**config.mk**
```make
export PLATFORM = sky130hd
export DESIGN_NAME = traffic_request_conditioner_flat
export DESIGN_NICKNAME = d
export VERILOG_FILES = /design/src/rtl/traffic_request_conditioner_if.sv /design/src/rtl/traffic_request_conditioner.sv /design/src/flat_wrapper.sv
export SDC_FILE = /design/constraint.sdc
export NUM_CORES = 1
export LEC_CHECK = 0
export ABC_CLOCK_PERIOD_IN_PS = 3300
export CAP_MARGIN = 20
export CORE_AREA = 2 2 39 41
export CTS_CLUSTER_DIAMETER = 60
export DETAILED_ROUTE_END_ITERATION = 16
export DIE_AREA = 0 0 41 43
export GPL_TIMING_DRIVEN = 0
export PLACE_DENSITY_LB_ADDON = 0.3
export SYNTH_ARGS = -nofsm -noshare
export SYNTH_HDL_FRONTEND = slang
export SYNTH_SLANG_ARGS = --single-unit
```
**constraint.sdc**
```tcl
create_clock -name clock -period 3.3 [get_ports clock]
set_input_delay 0.33 -clock clock [delete_from_list [all_inputs] [get_ports clock]]
set_output_delay 0.33 -clock clock [all_outputs]
set_load 0.1 [all_outputs]
```
**src/rtl/traffic_request_conditioner_if.sv**
```systemverilog
`default_nettype none
// ============================================================================
//  Module      : traffic_request_conditioner_if
//  Description : Bundles the pedestrian-button request signals exchanged
//                between the button-side driver and the request conditioner.
//                  button_raw   : raw push-button level (driver -> conditioner)
//                  grant        : walk-phase start pulse (driver -> conditioner)
//                  button_clean : debounced button level
//                  request      : crossing request pending
//                  urgent       : request has waited the maximum time
//                  wait_count   : cycles elapsed since request rose
//                Modports: master (driver side), slave (conditioner side).
//  Revision    : 1.0  initial release
// ============================================================================
interface traffic_request_conditioner_if #(
    parameter int WAIT_W = 8
);
    logic              button_raw;
    logic              grant;
    logic              button_clean;
    logic              request;
    logic              urgent;
    logic [WAIT_W-1:0] wait_count;

    modport master (
        output button_raw,
        output grant,
        input  button_clean,
        input  request,
        input  urgent,
        input  wait_count
    );

    modport slave (
        input  button_raw,
        input  grant,
        output button_clean,
        output request,
        output urgent,
        output wait_count
    );
endinterface
`default_nettype wire

```
**src/rtl/traffic_request_conditioner.sv**
```systemverilog
`default_nettype none
// ============================================================================
//  Module      : traffic_request_conditioner
//  Description : Turns a raw, bouncing, asynchronous pedestrian push-button
//                into a clean latched crossing request that is held until
//                the controller grants the walk phase. Optionally escalates a
//                long-ignored request to an urgent flag.
//  Ports       : clock  - rising-edge clock
//                reset  - asynchronous, active-low reset
//                bus    - traffic_request_conditioner_if.slave
//                         (button_raw, grant in; button_clean, request,
//                          urgent, wait_count out)
//  Parameters  : DEBOUNCE_CYCLES (>=1), MAX_WAIT (>=2), WAIT_W (derived)
//  Build macro : TRAFFIC_REQ_URGENT_EN - when defined, the wait timer and the
//                URGENT state are built; otherwise urgent and wait_count are
//                tied to 0 and PENDING is left only through grant.
//  Revision    : 1.0  initial release
// ============================================================================
module traffic_request_conditioner #(
    parameter int DEBOUNCE_CYCLES = 16,
    parameter int MAX_WAIT        = 200,
    parameter int WAIT_W          = $clog2(MAX_WAIT + 1)
) (
    input  logic                         clock,
    input  logic                         reset,
    traffic_request_conditioner_if.slave bus
);

    localparam int c_db_w = (DEBOUNCE_CYCLES > 1) ? $clog2(DEBOUNCE_CYCLES) : 1;
    localparam logic [c_db_w-1:0] c_db_last = c_db_w'(DEBOUNCE_CYCLES - 1);

    typedef enum logic [1:0] {
        S_IDLE    = 2'd0,
        S_PENDING = 2'd1,
`ifdef TRAFFIC_REQ_URGENT_EN
        S_URGENT  = 2'd2,
`endif
        S_SERVED  = 2'd3
    } state_t;

    // ------------------------------------------------------------------------
    // Synchronizer and debouncer
    // ------------------------------------------------------------------------
    logic              r_sync1;
    logic              r_sync2;
    logic              r_clean;
    logic              r_clean_d;
    logic [c_db_w-1:0] r_db_cnt;
    logic              w_press;

    always_ff @(posedge clock or negedge reset) begin
        if (!reset) begin
            r_sync1   <= 1'b0;
            r_sync2   <= 1'b0;
            r_clean   <= 1'b0;
            r_clean_d <= 1'b0;
            r_db_cnt  <= '0;
        end else begin
            r_sync1   <= bus.button_raw;
            r_sync2   <= r_sync1;
            r_clean_d <= r_clean;
            // Any return to the accepted level restarts the stability window,
            // so a bounce shorter than DEBOUNCE_CYCLES never gets through.
            if (r_sync2 == r_clean) begin
                r_db_cnt <= '0;
            end else if (r_db_cnt == c_db_last) begin
                r_clean  <= r_sync2;
                r_db_cnt <= '0;
            end else begin
                r_db_cnt <= r_db_cnt + 1'b1;
            end
        end
    end

    assign w_press = r_clean & ~r_clean_d;

    // ------------------------------------------------------------------------
    // Request state machine
    // ------------------------------------------------------------------------
    state_t r_state;
    state_t w_state_nxt;
    logic   r_request;
    logic   r_urgent;

`ifdef TRAFFIC_REQ_URGENT_EN
    localparam logic [WAIT_W-1:0] c_wait_last = WAIT_W'(MAX_WAIT - 1);
    localparam logic [WAIT_W-1:0] c_wait_max  = WAIT_W'(MAX_WAIT);

    logic [WAIT_W-1:0] r_wait;
    logic [WAIT_W-1:0] w_wait_nxt;
`endif

    always_comb begin
        w_state_nxt = r_state;
        case (r_state)
            // A press beats a coincident grant: grant is ignored in IDLE.
            S_IDLE: begin
                if (w_press) begin
                    w_state_nxt = S_PENDING;
                end
            end
            // Grant beats a coincident timeout; further presses are absorbed.
            S_PENDING: begin
                if (bus.grant) begin
                    w_state_nxt = S_SERVED;
`ifdef TRAFFIC_REQ_URGENT_EN
                end else if (r_wait == c_wait_last) begin
                    w_state_nxt = S_URGENT;
`endif
                end
            end
`ifdef TRAFFIC_REQ_URGENT_EN
            S_URGENT: begin
                if (bus.grant) begin
                    w_state_nxt = S_SERVED;
                end
            end
`endif
            // Wait for release so a held button cannot raise a second request.
            S_SERVED: begin
                if (!r_clean) begin
                    w_state_nxt = S_IDLE;
                end
            end
            default: begin
                w_state_nxt = S_IDLE;
            end
        endcase
    end

`ifdef TRAFFIC_REQ_URGENT_EN
    // Wait counter follows the destination state: zero on entry to PENDING,
    // counting while PENDING persists, pinned at MAX_WAIT in URGENT.
    always_comb begin
        w_wait_nxt = '0;
        case (w_state_nxt)
            S_PENDING: begin
                if (r_state == S_PENDING) begin
                    w_wait_nxt = r_wait + 1'b1;
                end
            end
            S_URGENT: begin
                w_wait_nxt = c_wait_max;
            end
            default: begin
                w_wait_nxt = '0;
            end
        endcase
    end

    always_ff @(posedge clock or negedge reset) begin
        if (!reset) begin
            r_wait <= '0;
        end else begin
            r_wait <= w_wait_nxt;
        end
    end
`endif

    // Outputs are decoded from the next state so they are registered yet
    // change on the same edge as the state register.
    always_ff @(posedge clock or negedge reset) begin
        if (!reset) begin
            r_state   <= S_IDLE;
            r_request <= 1'b0;
            r_urgent  <= 1'b0;
        end else begin
            r_state   <= w_state_nxt;
            r_request <= (w_state_nxt == S_PENDING)
`ifdef TRAFFIC_REQ_URGENT_EN
                      || (w_state_nxt == S_URGENT)
`endif
                      ;
`ifdef TRAFFIC_REQ_URGENT_EN
            r_urgent  <= (w_state_nxt == S_URGENT);
`else
            r_urgent  <= 1'b0;
`endif
        end
    end

    assign bus.button_clean = r_clean;
    assign bus.request      = r_request;
    assign bus.urgent       = r_urgent;
`ifdef TRAFFIC_REQ_URGENT_EN
    assign bus.wait_count   = r_wait;
`else
    assign bus.wait_count   = {WAIT_W{1'b0}};
`endif

endmodule
`default_nettype wire

```
**src/flat_wrapper.sv**
```systemverilog
// flat-port wrapper written by rule: the top's interface ports become plain ports
module traffic_request_conditioner_flat 
#(
    parameter int DEBOUNCE_CYCLES = 16,
    parameter int MAX_WAIT        = 200,
    parameter int WAIT_W          = $clog2(MAX_WAIT + 1)
)
  (clock, reset, bus_button_raw, bus_grant, bus_button_clean, bus_request, bus_urgent, bus_wait_count);
  traffic_request_conditioner_if #(.WAIT_W(WAIT_W)) bus_i ();
  input  logic clock;
  input  logic reset;
  input wire logic [$bits(bus_i.button_raw)-1:0] bus_button_raw;
  input wire logic [$bits(bus_i.grant)-1:0] bus_grant;
  output wire logic [$bits(bus_i.button_clean)-1:0] bus_button_clean;
  output wire logic [$bits(bus_i.request)-1:0] bus_request;
  output wire logic [$bits(bus_i.urgent)-1:0] bus_urgent;
  output wire logic [$bits(bus_i.wait_count)-1:0] bus_wait_count;
  assign bus_i.button_raw = bus_button_raw;
  assign bus_i.grant = bus_grant;
  assign bus_button_clean = bus_i.button_clean;
  assign bus_request = bus_i.request;
  assign bus_urgent = bus_i.urgent;
  assign bus_wait_count = bus_i.wait_count;
  traffic_request_conditioner #(.DEBOUNCE_CYCLES(DEBOUNCE_CYCLES), .MAX_WAIT(MAX_WAIT), .WAIT_W(WAIT_W)) u_core (.clock(clock), .reset(reset), .bus(bus_i));
endmodule
```
==> results_dict.tcl, run 1 <==
set metrics [dict create \
    status "completed" \
    drt-vias-per-instance 3.97 \
    synth-warning-count 0 \
    avgSynthCellArea_sq_um 11.8 \
    ys_top_cells_by_area "dfrtp_1 55%, buf_4 14%, xnor2_1 3.5%, o21ai_0 3.0%, mux2_4 3.0%" \
    r2r-start "u_core.r_db_cnt[0]$_DFF_PN0_" \
    p_per_area_nw_per_um2 485 \
    syn_to_final_growth_pct 25.4 \
    yosysTopAreaCell "dfrtp_1" \
    rr_endpoint "u_core.bus.button_clean$_DFFE_PN0P_" \
    cts.sinks 11 \
    finalMaxSlewViolations 0 \
    clk_pin_slew_worst_paths_ns 0.07 \
    synth_seq_area_share 0.554 \
    finClkSkew_ns 0.00310 \
    die_width_um 41 \
    antenna_found_initial 0 \
    numPortBuffers 5 \
    r2r_cells 3 \
    drive_gt1_frac 0.254 \
    rows 14 \
    post-synth-top-count-cell "dfrtp_1" \
    gr-total-overflow 0 \
    slew_headroom 0.360 \
    cpLargestDelayFamily "buffers and inverters" \
    finalNonFillerCells 75 \
    drcViolationCount 0 \
    yosysTopAreaCellShare 0.554 \
    slowest_stage "clkdlybuf4s50_1" \
    wl_um 603 \
    cp_max_fo 6 \
    die_area_sq_um 1760 \
    synth-main-ff-cell "dfrtp_1" \
    synth_seq_cells 11 \
    place_congestion 0.729 \
    syn_inst 42 \
    drt-initial-drc-count 1 \
    cts_tree "done" \
    crit_start "u_core.bus.button_clean$_DFFE_PN0P_" \
    hold_buffers 0 \
    die_h_um 43 \
    cp_data_arrival_time_ns 1.88 \
    crit_path_end "bus_button_clean" \
    maxCapViolations 0 \
    grt_pass1_vias 238 \
    grt_util_all_layers 0.0921 \
    grt_max_degree 12 \
    path_cells "clkdlybuf4s50_1" \
    peakVddDrop_mv 0.246 \
    hold_viol 0 \
    rsz0062_at_grt "no" \
    ant_nets 0 \
    period_minus_slack_ns 2.21 \
    h-tree-depth 1 \
    initial_core_util 0.359 \
    grt_pass1_wl_um 1010 \
    drt_pass1_iterations 4 \
    r2r_slack_ns 2.12 \
    num_antenna_cells 0 \
    worst_slew_pin_slew_ns 0.957 \
    worstPathRequired_ns 2.97 \
    fmax_mhz 452 \
    postCtsSetupBuffers 0 \
    critPathLaunchType "register" \
    power_leakage_nw 0.304 \
    ys_types 17 \
    path_buf_inv 1 \
    via_count 298 \
    holdCritPathClass "register to register" \
    synth-edff-count 0 \
    yosys-top-cells-count "11 x dfrtp_1, 9 x buf_4, 3 x nor2_1, 3 x o21ai_0" \
    place_hpwl_um 463 \
    syn_area_sq_um 497 \
    place_inst 71 \
    async_reset_ff_frac 1.00 \
    clk_latency_ns 0.26 \
    cts_made_buffers 3 \
    setup_viol 0 \
    cp.depth 1 \
    clk_path_buf_depth 2 \
    fin_crit_sh 0.670 \
    core_sq_um 1380 \
    max_stage_delay_ns 1.17 \
    nNetsFinal 65 \
    ctsResizeCount 0 \
    tns_ns 0 \
    criticalPathCategory "register to output pin" \
    worst_setup_path_end_kind "output pin" \
    ios 15 \
    wl_per_cell_um 8.04 \
    cts-root-buf "clkbuf_4" \
]
==> where the power goes <==
part	total (W)	leakage (nW)	internal (W)	switching, W
Clock	0.0000880	0.0150	0.0000467	0.0000413
Combinational	0.0000705	0.142	0.0000157	0.0000548
Sequential	0.000144	0.146	0.000140	0.00000392
==> cell families (layout without fill, tap and decap cells) <==
group                    count (synthesis)  count (layout)  share of synthesized area
adder cells (fa/ha/maj)                  1               1                     0.0252
AO/OA/AOI/OAI                            6               6                     0.0655
multiplexers                             2               2                     0.0504
other                                    1               9                    0.00755
AND/OR/NAND/NOR                          8               8                      0.111
XOR/XNOR                                 2               2                     0.0353
flip-flops                              11              11                      0.554
buffers and inverters                   11              20                      0.151
==> placed cells by master, fill, tap and decap left out <==
cell | synthesis | routed
dfrtp_1 | 11 | 11
nor2_1 | 3 | 3
a211oi_1 | 1 | 1
nor2b_1 | 1 | 1
mux2i_1 | 1 | 1
nand4b_1 | 1 | 1
xnor2_1 | 2 | 2
and2_1 | 1 | 1
inv_1 | 2 | 2
clkbuf_4 | 0 | 3
nand3_2 | 1 | 1
clkdlybuf4s50_1 | 0 | 5
nor3b_2 | 1 | 1
clkbuf_1 | 0 | 1
a21oi_1 | 2 | 2
conb_1 | 1 | 9
ha_1 | 1 | 1
mux2_4 | 1 | 1
buf_4 | 9 | 9
o21ai_0 | 3 | 3
==> through the flow <==
step	hold slack (ns)	worst slack, ns	instance area [sq um]	total power, W	util
after floorplan	0.0344	1.75	527	0.000208	-
after global placement	0.333	1.36	597	0.000217	0.431
after detailed placement	0.340	1.36	597	0.000217	0.431
after CTS	0.356	1.07	623	0.000307	0.450
after global routing	0.357	1.00	623	0.000320	0.450
final	0.354	1.09	623	0.000302	0.450
==> worst min path at each step <==
| stage | from | end | slack, ns | depth (start not counted) |
|---|---|---|---|---|
| after floorplan | reset | u_core.bus.button_clean$_DFFE_PN0P_ | 0.03 | 0 |
| after global placement | u_core.r_sync1$_DFF_PN0_ | u_core.r_sync2$_DFF_PN0_ | 0.33 | 0 |
| after detailed placement | u_core.r_sync1$_DFF_PN0_ | u_core.r_sync2$_DFF_PN0_ | 0.34 | 0 |
| after CTS | u_core.r_sync1$_DFF_PN0_ | u_core.r_sync2$_DFF_PN0_ | 0.36 | 0 |
| after global routing | u_core.r_sync1$_DFF_PN0_ | u_core.r_sync2$_DFF_PN0_ | 0.36 | 0 |
| final | u_core.r_sync1$_DFF_PN0_ | u_core.r_sync2$_DFF_PN0_ | 0.35 | 0 |
==> sequential cells by signal (all words and copies together) (netlist names) <==
register	cells
u_core.r_sync1	1
u_core.r_db_cnt	4
u_core.r_clean_d	1
u_core.bus.request	1
u_core.bus.button_clean	1
u_core.r_state	2
u_core.r_sync2	1
==> metal layers <==
layer  track usage  wire (um)
met2         0.103        238
met1         0.134        284
met5             0          0
met3        0.0471         64
met4        0.0600         15
==> layout make-up <==
class	instances	area (sq um)
multi-input combinational	28	176
tap	16	20.0
inverter	2	7.51
fill	137	761
sequential	11	275
timing repair buffer	5	50.0
clock buffer	4	26.3
buffer	9	67.6
Power figures use the tool's default switching activity.
==> run 2: changes to the inputs <==
ABC_CLOCK_PERIOD_IN_PS = 2000   (was 3300)
clock period = 2 ns   (was 3.3 ns; I/O delays follow)
==> run 2 against run 1 <==
  * Die area is the same
  * Utilization shrank 0.090 points
  * Via count is the same
  * Total power grew 65%
  * Combinational power grew 65%
  * Sequential cell count is the same
  * Critical path type unchanged
  * Critical endpoint is now bus_request
==> results_dict.tcl, run 2 (same netlist as run 1, synthesis figures left out) <==
set metrics [dict create \
    num_antenna_cells 0 \
    worst_setup_path_end_kind "output pin" \
    grt_pass1_vias 238 \
    drt_pass1_iterations 4 \
    comb_power_share 0.233 \
    switching_power_w 0.000165 \
    die_width_um 41 \
    h-tree-depth 1 \
    tns_ns 0 \
    largest-register "u_core.r_db_cnt" \
    initial_core_util 0.359 \
    drt-initial-drc-count 1 \
    antenna_found_initial 0 \
    fmax_mhz 528 \
    intPower_w 0.000334 \
    place_hpwl_um 463 \
    cts_tree "done" \
    syn_to_final_growth_pct 25.2 \
    core_sq_um 1380 \
    fin_crit_sh 0.948 \
    worstPathRequired_ns 1.80 \
    gr-total-overflow 0 \
    reg_top3 "u_core.r_db_cnt: 4 flops, u_core.r_state: 2 flops" \
    slew_headroom 0.360 \
    die_area_sq_um 1760 \
    grt_util_all_layers 0.0921 \
    maxCapViolations 0 \
    cp_max_fo 1 \
    pwr-share-seq 0.476 \
    die_h_um 43 \
    hold_viol 0 \
    clockPowerShare 0.291 \
    cpLargestDelayFamily "buffers and inverters" \
    p_per_area_nw_per_um2 802 \
    ant_nets 0 \
    path_buf_inv 1 \
    criticalPathCategory "register to output pin" \
    period_minus_slack_ns 1.90 \
    n_fill_cell 138 \
    cts_made_buffers 3 \
    clk_path_buf_depth 2 \
    r2r-start "u_core.r_db_cnt[0]$_DFF_PN0_" \
    cp_data_arrival_time_ns 1.70 \
    path_cells "clkdlybuf4s50_1" \
    finalMaxSlewViolations 0 \
    setup_viol 0 \
    drive_gt1_frac 0.254 \
    max_stage_delay_ns 1.12 \
    cts.sinks 11 \
    via_count 298 \
    drt-vias-per-instance 3.97 \
    place_ws_ns 0.190 \
    holdCritPathClass "input port to asynchronous set/reset pin" \
    slowest_stage "clkdlybuf4s50_1" \
    layout_commonest_cell "dfrtp_1" \
    final_cell_mix "11 x dfrtp_1, 9 x buf_4, 9 x conb_1" \
    finClkSkew_ns 0.00310 \
    wl_per_cell_um 8.04 \
    rsz0062_at_grt "no" \
    switching_share 0.331 \
    fin_ws_ns 0.104 \
    rows 14 \
    peakVddDrop_mv 0.406 \
    wl_um 603 \
    grt_max_degree 12 \
    critPathLaunchType "register" \
    clk_latency_ns 0.26 \
    power_leakage_nw 0.309 \
    crit_start "u_core.bus.request$_DFF_PN0_" \
    clk_pin_slew_worst_paths_ns 0.07 \
    nNetsFinal 65 \
    drcViolationCount 0 \
    grt_pass1_wl_um 1010 \
    status "completed" \
    place_congestion 0.729 \
    largest_reg_flops 4 \
    cts-root-buf "clkbuf_4" \
    worst_slew_pin_slew_ns 0.957 \
    ios 15 \
    numPortBuffers 5 \
]
## run 2: worst paths after layout
kind                                                       end  cells past startpoint  slack [ns]
max                                                bus_request                      1        0.10
min                               u_core.r_db_cnt[2]$_DFF_PN0_                      1        0.25
max reg2reg                u_core.bus.button_clean$_DFFE_PN0P_                      3        0.82
min reg2reg                           u_core.r_sync2$_DFF_PN0_                      0        0.35
max in group asynchronous          u_core.r_state[0]$_DFF_PN0_                      1        1.43
min in group clock                    u_core.r_sync2$_DFF_PN0_                      0        0.35
## run 2: metrics by stage
stage          instances  utilization  power, W  instance area (sq um)  hold WS, ns
2_1_floorplan         50            -  0.000343                    527      -0.0956
3_3_place_gp          71        0.431  0.000357                    597        0.333
3_5_place_dp          71        0.431  0.000357                    597        0.340
4_1_cts               75        0.449  0.000506                    622        0.272
5_1_grt               75        0.449  0.000528                    622        0.287
6_report              75        0.449  0.000499                    622        0.254
## run 2: layer usage
layer  global-route usage  vias up  routed length, um
met3               0.0471        2                 64
met4               0.0600        0                 15
li1                     -      154                  -
met1                0.134      128                284
met2                0.103       14                238
met5                    0        -                  0
## run 2: power groups by stage
stage	clock [W]	combinational (W)	sequential (W)
final	0.000145	0.000116	0.000237
after detailed placement	0	0.000116	0.000241
after floorplan	0	0.0000993	0.000244
after global placement	0	0.000116	0.000241
after CTS	0.000153	0.000116	0.000237
after global routing	0.000167	0.000123	0.000238
## run 2: what timing repair did
action                                  CTS  global route
endpoints found under the setup margin    1             0
setup buffers                             0             0
resized for setup                         1             0
hold buffers                              0             0
## run 2: cell type report
cell class | count | area, sq um | area share
sequential | 11 | 275 | 0.443
multi-input combinational | 28 | 176 | 0.284
inverter | 2 | 7.51 | 0.0121
buffer | 9 | 67.6 | 0.109
tap | 16 | 20.0 | 0.0322
timing repair buffer | 5 | 48.8 | 0.0785
clock buffer | 4 | 26.3 | 0.0423
